$ cat config.mk
export PLATFORM = sky130hd
export DESIGN_NAME = arith_fu_issue_arbiter
export DESIGN_NICKNAME = d
export VERILOG_FILES = /design/src/rtl/arith_pkg.sv /design/src/rtl/rr_arbiter.sv /design/src/rtl/arith_fu_issue_arbiter.sv
export SDC_FILE = /design/constraint.sdc
export NUM_CORES = 1
export LEC_CHECK = 0
export ABC_AREA = 0
export BUFFER_PORTS_ARGS = -buffer_cell sky130_fd_sc_hd__buf_4
export CAP_MARGIN = 20
export CORE_AREA = 5 5 173 175
export CTS_CLUSTER_SIZE = 8
export DETAILED_ROUTE_END_ITERATION = 8
export DIE_AREA = 0 0 178 180
export GPL_TIMING_DRIVEN = 0
export SYNTH_ARGS = -nofsm -noshare
export SYNTH_HDL_FRONTEND = slang
export SYNTH_SLANG_ARGS = --single-unit
$ cat constraint.sdc
create_clock -name clk_i -period 5.8 [get_ports clk_i]
set_input_delay 0 -clock clk_i [delete_from_list [all_inputs] [get_ports clk_i]]
set_output_delay 0 -clock clk_i [all_outputs]
set_load 0.05 [all_outputs]
$ cat src/rtl/arith_pkg.sv
// Shared definitions for the arithmetic functional-unit schedulers.
// Provides the arithmetic_type encodings, default datapath widths and the
// issue-packet struct that describes one arithmetic op at its default widths.
package arith_pkg;

    localparam int unsigned XLEN_DEF  = 32;
    localparam int unsigned TAG_W_DEF = 6;

    typedef logic [2:0] arith_type_t;

    // ADD and SUB share an encoding; additional_info selects SUB.
    localparam arith_type_t ARITH_ADD_SUB = 3'd0;
    localparam arith_type_t ARITH_SLT     = 3'd2;
    localparam arith_type_t ARITH_SLTU    = 3'd3;

    typedef struct packed {
        logic                   additional_info;
        arith_type_t            arithmetic_type;
        logic [XLEN_DEF-1:0]    rs1;
        logic [XLEN_DEF-1:0]    rs2;
        logic [TAG_W_DEF-1:0]   tag;
    } issue_pkt_t;

endpackage

$ cat src/rtl/rr_arbiter.sv
// Round-robin arbiter with an internal priority pointer.
// Ports:
//   clk_i, rst_i  clock, asynchronous active-high reset
//   req_i         per-requester request vector
//   en_i          grant enable; with en_i=0 no grant is given and the pointer holds
//   gnt_o         one-hot grant (or zero)
//   gnt_idx_o     index of the winning requester (valid when gnt_o != 0)
// After a grant to g the pointer moves to g+1 (wrapping), so g has lowest priority next.
module rr_arbiter #(
    parameter int unsigned NUM_REQ = 4
) (
    input  logic                       clk_i,
    input  logic                       rst_i,
    input  logic [NUM_REQ-1:0]         req_i,
    input  logic                       en_i,
    output logic [NUM_REQ-1:0]         gnt_o,
    output logic [$clog2(NUM_REQ)-1:0] gnt_idx_o
);

    localparam int unsigned IdxW = $clog2(NUM_REQ);

    logic [IdxW-1:0] ptr_q, ptr_d;
    logic [IdxW-1:0] cand;
    logic            found;

    // NUM_REQ is a power of two, so pointer arithmetic wraps by truncation.
    always_comb begin
        gnt_o     = '0;
        gnt_idx_o = '0;
        found     = 1'b0;
        cand      = '0;
        for (int unsigned i = 0; i < NUM_REQ; i++) begin
            cand = ptr_q + IdxW'(i);
            if (!found && req_i[cand]) begin
                found     = 1'b1;
                gnt_idx_o = cand;
            end
        end
        if (found && en_i) begin
            gnt_o[gnt_idx_o] = 1'b1;
        end
    end

    always_comb begin
        ptr_d = ptr_q;
        if (found && en_i) begin
            ptr_d = gnt_idx_o + IdxW'(1);
        end
    end

    always_ff @(posedge clk_i or posedge rst_i) begin
        if (rst_i) begin
            ptr_q <= '0;
        end else begin
            ptr_q <= ptr_d;
        end
    end

endmodule

$ cat src/rtl/arith_fu_issue_arbiter.sv
// Shares one arithmetic FU between NUM_REQ reservation-station requesters.
// Ports:
//   clk_i, rst_i, flush_i           clock, async active-high reset, synchronous squash
//   req_*_i / req_ready_o           packed per-requester ops and one-hot grant
//   fu_*_o                          operands/control of the granted op to the FU
//   fu_valid_out_i, fu_result_i     FU completion, FU_LAT cycles after issue
//   cdb_valid_o/ready_i/tag_o/result_o  registered head of the result buffer
// A credit counter bounds ops in the FU plus buffered results, so the buffer never overflows.
module arith_fu_issue_arbiter
    import arith_pkg::*;
#(
    parameter int unsigned XLEN       = XLEN_DEF,
    parameter int unsigned NUM_REQ    = 4,
    parameter int unsigned TAG_W      = TAG_W_DEF,
    parameter int unsigned FU_LAT     = 1,
    parameter int unsigned OBUF_DEPTH = 2
) (
    input  logic                     clk_i,
    input  logic                     rst_i,
    input  logic                     flush_i,
    input  logic [NUM_REQ-1:0]       req_valid_i,
    output logic [NUM_REQ-1:0]       req_ready_o,
    input  logic [NUM_REQ-1:0]       req_additional_info_i,
    input  logic [3*NUM_REQ-1:0]     req_arithmetic_type_i,
    input  logic [XLEN*NUM_REQ-1:0]  req_rs1_i,
    input  logic [XLEN*NUM_REQ-1:0]  req_rs2_i,
    input  logic [TAG_W*NUM_REQ-1:0] req_tag_i,
    output logic                     fu_valid_in_o,
    output logic                     fu_additional_info_o,
    output arith_type_t              fu_arithmetic_type_o,
    output logic [XLEN-1:0]          fu_rs1_o,
    output logic [XLEN-1:0]          fu_rs2_o,
    input  logic                     fu_valid_out_i,
    input  logic [XLEN-1:0]          fu_result_i,
    output logic                     cdb_valid_o,
    input  logic                     cdb_ready_i,
    output logic [TAG_W-1:0]         cdb_tag_o,
    output logic [XLEN-1:0]          cdb_result_o
);

    localparam int unsigned IdxW  = $clog2(NUM_REQ);
    localparam int unsigned CredW = $clog2(OBUF_DEPTH + 1);
    localparam int unsigned PtrW  = (OBUF_DEPTH > 1) ? $clog2(OBUF_DEPTH) : 1;

    logic [CredW-1:0] credits_q, credits_d;
    logic [IdxW-1:0]  gnt_idx;
    logic [TAG_W-1:0] gnt_tag;
    logic             issue, push, pop, arb_en;

    // ---------------- Issue ----------------
    assign pop = cdb_valid_o & cdb_ready_i;
    // A same-cycle CDB pop frees a slot, so it can back an issue at zero credits;
    // this is what sustains one op per cycle when FU_LAT+1 == OBUF_DEPTH.
    assign arb_en = ((credits_q != '0) | pop) & ~flush_i;

    rr_arbiter #(
        .NUM_REQ (NUM_REQ)
    ) u_arb (
        .clk_i     (clk_i),
        .rst_i     (rst_i),
        .req_i     (req_valid_i),
        .en_i      (arb_en),
        .gnt_o     (req_ready_o),
        .gnt_idx_o (gnt_idx)
    );

    assign issue                = |req_ready_o;
    assign fu_valid_in_o        = issue;
    assign fu_additional_info_o = req_additional_info_i[gnt_idx];
    assign fu_arithmetic_type_o = req_arithmetic_type_i[3*gnt_idx +: 3];
    assign fu_rs1_o             = req_rs1_i[XLEN*gnt_idx +: XLEN];
    assign fu_rs2_o             = req_rs2_i[XLEN*gnt_idx +: XLEN];
    assign gnt_tag              = req_tag_i[TAG_W*gnt_idx +: TAG_W];

    // ---------------- Tag pipe ----------------
    logic [FU_LAT-1:0] pipe_vld_q;
    logic [FU_LAT-1:0] fu_vld_raw_q;  // ignores flush; tracks what the FU itself will emit
    logic [TAG_W-1:0]  pipe_tag_q [FU_LAT];

    always_ff @(posedge clk_i or posedge rst_i) begin
        if (rst_i) begin
            pipe_vld_q   <= '0;
            fu_vld_raw_q <= '0;
            for (int k = 0; k < FU_LAT; k++) begin
                pipe_tag_q[k] <= '0;
            end
        end else begin
            pipe_vld_q[0]   <= issue & ~flush_i;
            fu_vld_raw_q[0] <= issue;
            pipe_tag_q[0]   <= gnt_tag;
            for (int k = 1; k < FU_LAT; k++) begin
                pipe_vld_q[k]   <= pipe_vld_q[k-1] & ~flush_i;
                fu_vld_raw_q[k] <= fu_vld_raw_q[k-1];
                pipe_tag_q[k]   <= pipe_tag_q[k-1];
            end
        end
    end

    // Results landing in the flush cycle are squashed along with the buffer.
    assign push = pipe_vld_q[FU_LAT-1] & ~flush_i;

    // ---------------- Credits ----------------
    always_comb begin
        credits_d = credits_q;
        if (flush_i) begin
            credits_d = CredW'(OBUF_DEPTH);
        end else begin
            credits_d = credits_q - CredW'(issue) + CredW'(pop);
        end
    end

    always_ff @(posedge clk_i or posedge rst_i) begin
        if (rst_i) begin
            credits_q <= CredW'(OBUF_DEPTH);
        end else begin
            credits_q <= credits_d;
        end
    end

    // ---------------- Output buffer ----------------
    logic [TAG_W-1:0] buf_tag_q [OBUF_DEPTH];
    logic [XLEN-1:0]  buf_res_q [OBUF_DEPTH];
    logic [PtrW-1:0]  rd_ptr_q, wr_ptr_q;
    logic [CredW-1:0] count_q;

    function automatic logic [PtrW-1:0] ptr_inc(input logic [PtrW-1:0] p);
        return (p == PtrW'(OBUF_DEPTH - 1)) ? '0 : p + PtrW'(1);
    endfunction

    always_ff @(posedge clk_i or posedge rst_i) begin
        if (rst_i) begin
            rd_ptr_q <= '0;
            wr_ptr_q <= '0;
            count_q  <= '0;
            for (int k = 0; k < OBUF_DEPTH; k++) begin
                buf_tag_q[k] <= '0;
                buf_res_q[k] <= '0;
            end
        end else if (flush_i) begin
            rd_ptr_q <= '0;
            wr_ptr_q <= '0;
            count_q  <= '0;
        end else begin
            if (push) begin
                buf_tag_q[wr_ptr_q] <= pipe_tag_q[FU_LAT-1];
                buf_res_q[wr_ptr_q] <= fu_result_i;
                wr_ptr_q            <= ptr_inc(wr_ptr_q);
            end
            if (pop) begin
                rd_ptr_q <= ptr_inc(rd_ptr_q);
            end
            count_q <= count_q + CredW'(push) - CredW'(pop);
        end
    end

    assign cdb_valid_o  = (count_q != '0);
    assign cdb_tag_o    = buf_tag_q[rd_ptr_q];
    assign cdb_result_o = buf_res_q[rd_ptr_q];

    // FU completions must line up with what was issued FU_LAT cycles earlier.
    a_fu_valid_align: assert property (@(posedge clk_i) disable iff (rst_i)
        fu_valid_out_i == fu_vld_raw_q[FU_LAT-1]);

    // Credits make a push into a full buffer impossible.
    a_no_overflow: assert property (@(posedge clk_i) disable iff (rst_i)
        !(push && count_q == CredW'(OBUF_DEPTH)));

endmodule

==> metrics.md, run 1 <==
| Metric | Value |
|---|---|
| Status | completed |
| Detailed Place HPWL | 22,800 um |
| GRT Total Usage | 16.3% |
| Drt initial violations | 205 |
| Actual slew at the worst max-slew pin | 0.612 ns |
| Net Sw Power | 3100 uW |
| Port bufs | 447 |
| Family with the most delay on the worst path | simple AND/OR/NAND/NOR gates |
| Final min period | 3.30 ns |
| Avg Cell Area, Syn | 12.7 sq um |
| Drt total wl | 27,300 um |
| Worst skew pair latency | 0.34 ns |
| Headroom to the max-slew limit | 58.1% |
| RSZ-0062 raised after global routing | no |
| Routed Antenna Nets | 0 |
| CTS resizes | 0 |
| Slowest CP cell | nor4_1 |
| Clk sinks | 91 |
| Startpoint Class | flop |
| Num rows | 62 |
| Hold Vio Cnt, Final | 0 |
| Worst Hold Class | primary input to flop |
| IO Pins | 449 |
| CTS buffer count | 9 |
| Worst path required time | 6.03 ns |
| Worst path bufs/invs | 5 |
| Largest cells by area after synthesis | dfrtp_1 (34%), mux2i_1 (34%), mux2_1 (13%) |
| H-tree levels | 3 |
| Critical path class | flop to flop |
| Deepest clock path buffer count | 2 |
| EDFF count, synth | 0 |
| DRC viols | 0 |
| Layout fillers | 2,894 |
| Fin Clk Skew | 0.00748 ns |
| Share of cells above drive strength 1 | 52.9% |
| CTS clk-pin slew, worst paths | 0.07 ns |
| Global-route wire length before repair | 40,000 um |
| Leak Pwr | 0.00573 uW |
| Fin cells | 1,413 |
| CTS tree | yes |
| Switching Fraction | 51.3% |
| WP data arrival | 3.53 ns |
| Fmax | 303 MHz |
| Largest net degree at the start of global routing | 48 |
| Initial core utilization | 23.4% |
| Synthesized instance count | 524 |
| Post-Syn Area | 6630 sq um |
| Final Slew Violations | 0 |
| Final setup TNS | 0 ns |
| Net Count, Synth | 869 |
| Floorplan die width | 178 um |
| Count of different cell masters after synthesis | 30 |
| Element type at the critical path end | flop |
| Maximum fanout along the worst path | 11 |
| Wire per inst | 19.3 um |
| Post-place setup slack | 2.43 ns |
| Post-synth ARST share | 100% |
| Top cell type by total area after synthesis | dfrtp_1 |
| CP Cell Sequence | nand2b_1 -> a21oi_1 -> a21oi_1 -> nor2b_1 -> buf_2 -> buf_6 -> buf_4 -> inv_2 -> ha_1 -> nor4_1 -> nor2_1 -> ha_1 -> inv_1 -> ha_1 -> nor2b_1 |
| Final Wtd Congestion | 0.831 |
| Core area | 28,300 sq um |
| Comb pwr share | 72.8% |
| Flops & latches, synth | 91 |
| Final setup viols | 0 |
| Root Driver | clkbuf_16 |
| Final WS setup | 2.50 ns |
| Die Area | 32,000 sq um |
| Antenna violations before repair | 1 |
| Seq/Total Area, Yosys | 34.4% |
| Die Height | 180 um |
| Clock share of power | 9.3% |
| Pre-Repair DR Iteration Count | 4 |
| CP most frequent cell | ha_1 |
| Layout Nets | 1,368 |
| Crit share post-route | 57.0% |
| Pwr Density | 540 nW/um^2 |
| Placed cells | 1,356 |
| Max-Cap Viols | 0 |
| GRT Residual Overflow | 0 |
| Yosys Warn Count | 0 |
| Worst VDD drop | 0.312 mV |
| Vias in the first global route | 6,674 |
| Cell internal pwr | 2940 uW |
| Main synth FF type | dfrtp_1 |
| Sequential share of power | 18.0% |
| Area grow syn2layout | 68.7% |
| Via count | 6,078 |
| Yosys top cell area share | 34.0% |
| Vias per cell | 4.30 |
| Max incr delay on CP | 0.42 ns |
==> synth_stat cells (2+ instances only) <==
library cell / count
buf_4: 6
xnor2_1: 3
buf_2: 11
mux2_1: 77
mux2_2: 38
buf_12: 11
xor2_1: 3
a21oi_1: 3
mux2i_1: 222
nor2_1: 8
buf_6: 2
o21ai_1: 3
dfrtp_1: 90
ha_1: 8
clkbuf_1: 2
nand2b_1: 3
bufbuf_8: 5
nor2b_1: 6
inv_1: 7
inv_2: 3
and2_1: 4
==> placed cells by master (no fill, tap or decap), types with 2 or more instances in the layout <==
cell / synthesis / routed
nor2b_1: 6 / 6
ha_1: 8 / 8
clkbuf_16: 0 / 9
inv_6: 0 / 2
dlygate4sd3_1: 0 / 40
dfrtp_1: 90 / 90
buf_12: 11 / 11
xor2_1: 3 / 3
and2_1: 4 / 4
a21oi_1: 3 / 3
mux2_2: 38 / 38
buf_2: 11 / 11
clkinv_4: 0 / 2
buf_6: 2 / 2
o21ai_1: 3 / 3
clkbuf_1: 2 / 2
buf_4: 6 / 453
inv_1: 7 / 6
mux2_1: 77 / 77
xnor2_1: 3 / 3
nand2b_1: 3 / 3
nor2_1: 8 / 8
inv_2: 3 / 3
bufbuf_8: 5 / 5
mux2i_1: 222 / 222
==> kinds of logic (layout without fill, tap and decap cells) <==
| family | after synthesis | after routing | synth area share (%) |
|---|---|---|---|
| compound gates | 10 | 10 | 1.02 |
| other cells | 0 | 1 | 0 |
| mux | 337 | 337 | 53.1 |
| simple gates | 24 | 24 | 1.93 |
| flops | 91 | 91 | 34.4 |
| fa+ha+maj | 8 | 8 | 1.51 |
| xor+xnor | 6 | 6 | 0.793 |
| buf+inv | 48 | 552 | 7.32 |
==> worst reg2reg max path, delay by kind of cell, from the launching register on <==
| kind | cells | cell delay (ns) |
|---|---|---|
| AO/OA/AOI/OAI | 2 | 0.23 |
| buffers and inverters | 5 | 0.75 |
| adder cells (fa/ha/maj) | 3 | 0.74 |
| flip-flops | 1 | 0.40 |
| AND/OR/NAND/NOR | 5 | 1.08 |
==> path summary, 6_finish.rpt <==
kind | cells past startpoint | end | startpoint | slack [ns]
max | 15 | credits_q[0]$_DFF_PP0_ | u_arb.ptr_q[0]$_DFFE_PP0N_ | 2.50
min | 3 | pipe_tag_q[5]$_DFF_PP0_ | req_tag_i[5] | 0.02
max reg2reg | 15 | credits_q[0]$_DFF_PP0_ | u_arb.ptr_q[0]$_DFFE_PP0N_ | 2.50
min reg2reg | 1 | buf_tag_q[6]$_DFFE_PP0P_ | buf_tag_q[6]$_DFFE_PP0P_ | 0.48
max in group asynchronous | 4 | credits_q[1]$_DFF_PP1_ | rst_i | 4.83
min in group asynchronous | 3 | buf_res_q[43]$_DFFE_PP0P_ | rst_i | 0.29
==> per-layer routing <==
layer,vias to the layer above,part of all wire (%),GRT usage [%]
met3,16,6.2,3.68
met2,223,53,30.0
met1,2919,39,19.3
met5,-,0,0
li1,2920,-,-
met4,0,1.1,2.97
==> per-stage QoR <==
stage	area, sq um	power (uW)	hold WS (ns)	util (%)
after floorplan	6630	4170	0.0656	-
after global placement	10500	5480	0.224	37.0
after detailed placement	10500	5510	0.116	37.1
after CTS	11200	6130	0.0178	39.5
after global routing	11200	6370	0.0125	39.5
final	11200	6040	0.0153	39.5
==> power by group through the flow <==
stage	Sequential [uW]	Clock, uW	Combinational [uW]
after global routing	1130	605	4640
after global placement	1080	0	4390
final	1090	559	4400
after floorplan	1050	0	3120
after CTS	1090	578	4460
after detailed placement	1100	0	4420
==> layout make-up <==
type	count	area [sq um]	area share (%)
diodes	1	2.50	0.0224
plain buffers	38	448	4.00
clock buffers	10	239	2.14
clock inverters	6	47.5	0.425
inverters	10	40.0	0.358
multi-input cells	385	3860	34.6
flip-flops and latches	91	2280	20.4
well taps	384	480	4.30
repair buffers	488	3780	33.8
==> repair_timing <==
action / 4_1_cts / 5_1_grt
hold buffers: 40 / 0
hold endpoints to repair: 116 / 0
buffers inserted: 0 / 0
==> sequential cells by signal, indices dropped and copies added (netlist names), 2 cells and up <==
name / flops
buf_res_q: 64
buf_tag_q: 12
count_q: 2
credits_q: 2
pipe_tag_q: 6
u_arb.ptr_q: 2
(Power assumes the default switching activity.)
==> inputs of run 2 (changes only) <==
--- a/config.mk
+++ b/config.mk
@@ -5,13 +5,13 @@
 export SDC_FILE = /design/constraint.sdc
 export NUM_CORES = 1
 export LEC_CHECK = 0
-export ABC_AREA = 0
+export ABC_AREA = 1
 export BUFFER_PORTS_ARGS = -buffer_cell sky130_fd_sc_hd__buf_4
 export CAP_MARGIN = 20
-export CORE_AREA = 5 5 173 175
+export CORE_AREA = 5 5 171 173
 export CTS_CLUSTER_SIZE = 8
 export DETAILED_ROUTE_END_ITERATION = 8
-export DIE_AREA = 0 0 178 180
+export DIE_AREA = 0 0 176 178
 export GPL_TIMING_DRIVEN = 0
 export SYNTH_ARGS = -nofsm -noshare
 export SYNTH_HDL_FRONTEND = slang
==> constraint.sdc (replaced) <==
create_clock -name clk_i -period 3.3 [get_ports clk_i]
set_input_delay 0 -clock clk_i [delete_from_list [all_inputs] [get_ports clk_i]]
set_output_delay 0 -clock clk_i [all_outputs]
set_load 0.05 [all_outputs]
==> metrics.md, run 2 <==
| Metric | Value |
|---|---|
| Seq/Total Area, Yosys | 27.6% (-6.8 points) |
| Vias in the first global route | 10,800 (+62%) |
| Worst skew pair latency | 0.33 ns (about the same) |
| Yosys Warn Count | 0 (unchanged) |
| Startpoint Class | flop |
| EDFF count, synth | 0 (unchanged) |
| Drt initial violations | 650 (+220%) |
| Global-route wire length before repair | 60,700 um (+52%) |
| Actual slew at the worst max-slew pin | 0.571 ns (-0.0405 ns) |
| Pre-Repair DR Iteration Count | 5 (+1) |
| Element type at the critical path end | flop |
| Net Count, Synth | 1,778 (+100%) |
| RR Startpoint | u_arb.ptr_q[0]$_DFFE_PP0N_ |
| Routed Antenna Nets | 0 (unchanged) |
| Max-Cap Viols | 0 (unchanged) |
| Largest register by flop count | buf_res_q |
| Area of the multi-input gates | 4120 sq um (+6.5%) |
| Share of cells above drive strength 1 | 28.3% (-25 points) |
| Deepest clock path buffer count | 2 (unchanged) |
| Flops & latches, synth | 91 (unchanged) |
| Largest register FFs | 64 (unchanged) |
| Core area | 27,500 sq um (-3.0%) |
| Final setup TNS | 0 ns (unchanged) |
| Post-Syn Area | 8250 sq um (+24%) |
| Vias per cell | 4.75 (+11%) |
| Most frequent cells in the layout | buf_4 (466), nand2_1 (454), inv_1 (358) |
| Critical path class | flop to flop |
| Die Height | 178 um (-1.1%) |
| Num rows | 61 (-1.6%) |
| Wire per inst | 17.9 um (-7.3%) |
| Layout fillers | 2,963 (+2.4%) |
| CTS clk-pin slew, worst paths | 0.06 ns (about the same) |
| Synthesized instance count | 1,433 (+170%) |
| Sequential Area | 2280 sq um (unchanged) |
| Status | completed |
| Largest net degree at the start of global routing | 57 (+19%) |
| Area grow syn2layout | 55.2% |
| Post-synth ARST share | 100% (unchanged) |
| Fin Clk Skew | 0.00417 ns (-0.00331 ns) |
| Clk sinks | 91 (unchanged) |
| Final min period | 3.09 ns (-0.211 ns) |
| Headroom to the max-slew limit | 61.9% (+3.9 points) |
| CP Cell Sequence | buf_4 -> nand2_1 -> nand3_1 -> nand2_1 -> nor2_4 -> nand3_4 -> clkbuf_4 -> buf_2 -> nand4_1 -> nand3_1 -> dlygate4sd3_1 -> nand2_1 -> dlygate4sd3_1 |
| Most frequent cells after synthesis | nand2_1 (455), inv_1 (359), nand3_1 (158), nand4_1 (148), dfrtp_1 (90) |
| Fin cells | 2,283 (+62%) |
| GRT Total Usage | 24.7% (+8.4 points) |
| Yosys top cell area share | 27.3% (-6.7 points) |
| Worst path bufs/invs | 5 (unchanged) |
| Placed cells | 2,227 (+64%) |
| Port bufs | 447 (unchanged) |
| Layout Nets | 2,274 (+66%) |
| Via count | 10,900 (+79%) |
| H-tree levels | 3 (unchanged) |
| Worst Hold Class | primary input to flop |
| Worst path required time | 3.51 ns (-2.52 ns) |
| Fmax | 323 MHz (+6.8%) |
| Top-count cell post-synth | nand2_1 |
| Crit share post-route | 93.7% (+37 points) |
| CTS buffer count | 9 (unchanged) |
| Hold wc startpoint | req_tag_i[1] |
| Final Core Density | 46.6% (+7.1 points) |
| WP data arrival | 3.31 ns (-0.22 ns) |
| Drt total wl | 40,900 um (+50%) |
| Maximum fanout along the worst path | 10 (-1) |
| Count of different cell masters after synthesis | 23 (-23%) |
| Antenna violations before repair | 6 (+5) |
| IO Pins | 449 (unchanged) |
| DRC viols | 0 (unchanged) |
| Biggest regs | buf_res_q x64, buf_tag_q x12, pipe_tag_q x6 |
| Floorplan die width | 176 um (-1.1%) |
| Final Wtd Congestion | 0.980 (+18%) |
| Worst setup startpoint | u_arb.ptr_q[0]$_DFFE_PP0N_ |
| Family with the most delay on the worst path | buffers and inverters |
| Final Slew Violations | 0 (unchanged) |
| Detailed Place HPWL | 33,500 um (+47%) |
| Max incr delay on CP | 0.54 ns (+0.12 ns) |
| GRT Residual Overflow | 0 (unchanged) |
| Final setup viols | 0 (unchanged) |
| Most common cell after layout, fill and taps aside | buf_4 |
| CP most frequent cell | nand2_1 |
| Hold Vio Cnt, Final | 0 (unchanged) |
| Top cell type by total area after synthesis | dfrtp_1 |
| Root Driver | clkbuf_16 |
| Die Area | 31,300 sq um (-2.2%) |
| Largest cells by area after synthesis | dfrtp_1 (27%), nand2_1 (21%), inv_1 (16%) |
| CTS tree | yes |
| Slowest CP cell | dlygate4sd3_1 |
| Avg Cell Area, Syn | 5.76 sq um (-54%) |
| Main synth FF type | dfrtp_1 |
| Initial core utilization | 30.0% (+6.6 points) |
==> run 2: cells by family after synthesis <==
kind of cell / count (synthesis) / share of synthesized area [%]
simple gates: 780 / 42.7
buf+inv: 467 / 23.0
flops: 91 / 27.6
compound gates: 84 / 5.19
fa+ha+maj: 8 / 1.21
xor+xnor: 3 / 0.319
==> run 2: repair_timing <==
item / CTS / global route
setup buffers: 0 / 0
hold buffers: 39 / 0
endpoints found under the setup margin: 0 / 2
resized for setup: 0 / 13
endpoints found under the hold margin: 105 / 0
==> run 2: path summary, 6_finish.rpt <==
kind | end | cells after the start | slack [ns]
worst max-delay path | pipe_tag_q[3]$_DFF_PP0_ | 13 | 0.21
worst min-delay path | pipe_tag_q[1]$_DFF_PP0_ | 5 | 0.007
worst max register to register | pipe_tag_q[3]$_DFF_PP0_ | 13 | 0.21
worst min register to register | buf_res_q[24]$_DFFE_PP0P_ | 2 | 0.48
max in group asynchronous | credits_q[1]$_DFF_PP1_ | 4 | 2.35
min in group asynchronous | buf_res_q[44]$_DFFE_PP0P_ | 3 | 0.27
==> run 2: stage by stage <==
stage          cell area, sq um  worst slack (ns)  hold WS, ns
5_1_grt                   12800           -0.0280       0.0200
4_1_cts                   12800            0.0325      0.00249
6_report                  12800             0.207      0.00725
3_3_place_gp              12000            -0.168        0.214
3_5_place_dp              12100            0.0681       0.0667
2_1_floorplan              8260             0.170       0.0652
==> run 2: per-layer routing <==
| metal | vias up | global-route usage [%] | wire length [um] |
|---|---|---|---|
| li1 | 5410 | - | - |
| met3 | 70 | 6.95 | 3110 |
| met4 | 4 | 6.47 | 1170 |
| met2 | 407 | 44.2 | 20500 |
| met1 | 4962 | 29.0 | 16100 |
| met5 | - | 0 | 34 |
==> run 2: worst min-delay path: cells and delay by family <==
kind | cells | cell delay [ns]
buf+inv | 2 | 0.10
simple gates | 3 | 0.19
==> run 2: cell type report <==
class | instances | share of cell area, %
clock buffer | 13 | 2.03
inverter | 362 | 10.6
antenna | 4 | 0.0782
clock inverter | 2 | 0.274
tap | 346 | 3.38
timing repair buffer | 487 | 29.5
multi-input combinational | 875 | 32.2
buffer | 103 | 4.17
sequential | 91 | 17.8
Power of run 2 is not shown: default switching activity piles up to over one toggle a cycle in this logic, so the estimate is an artifact.
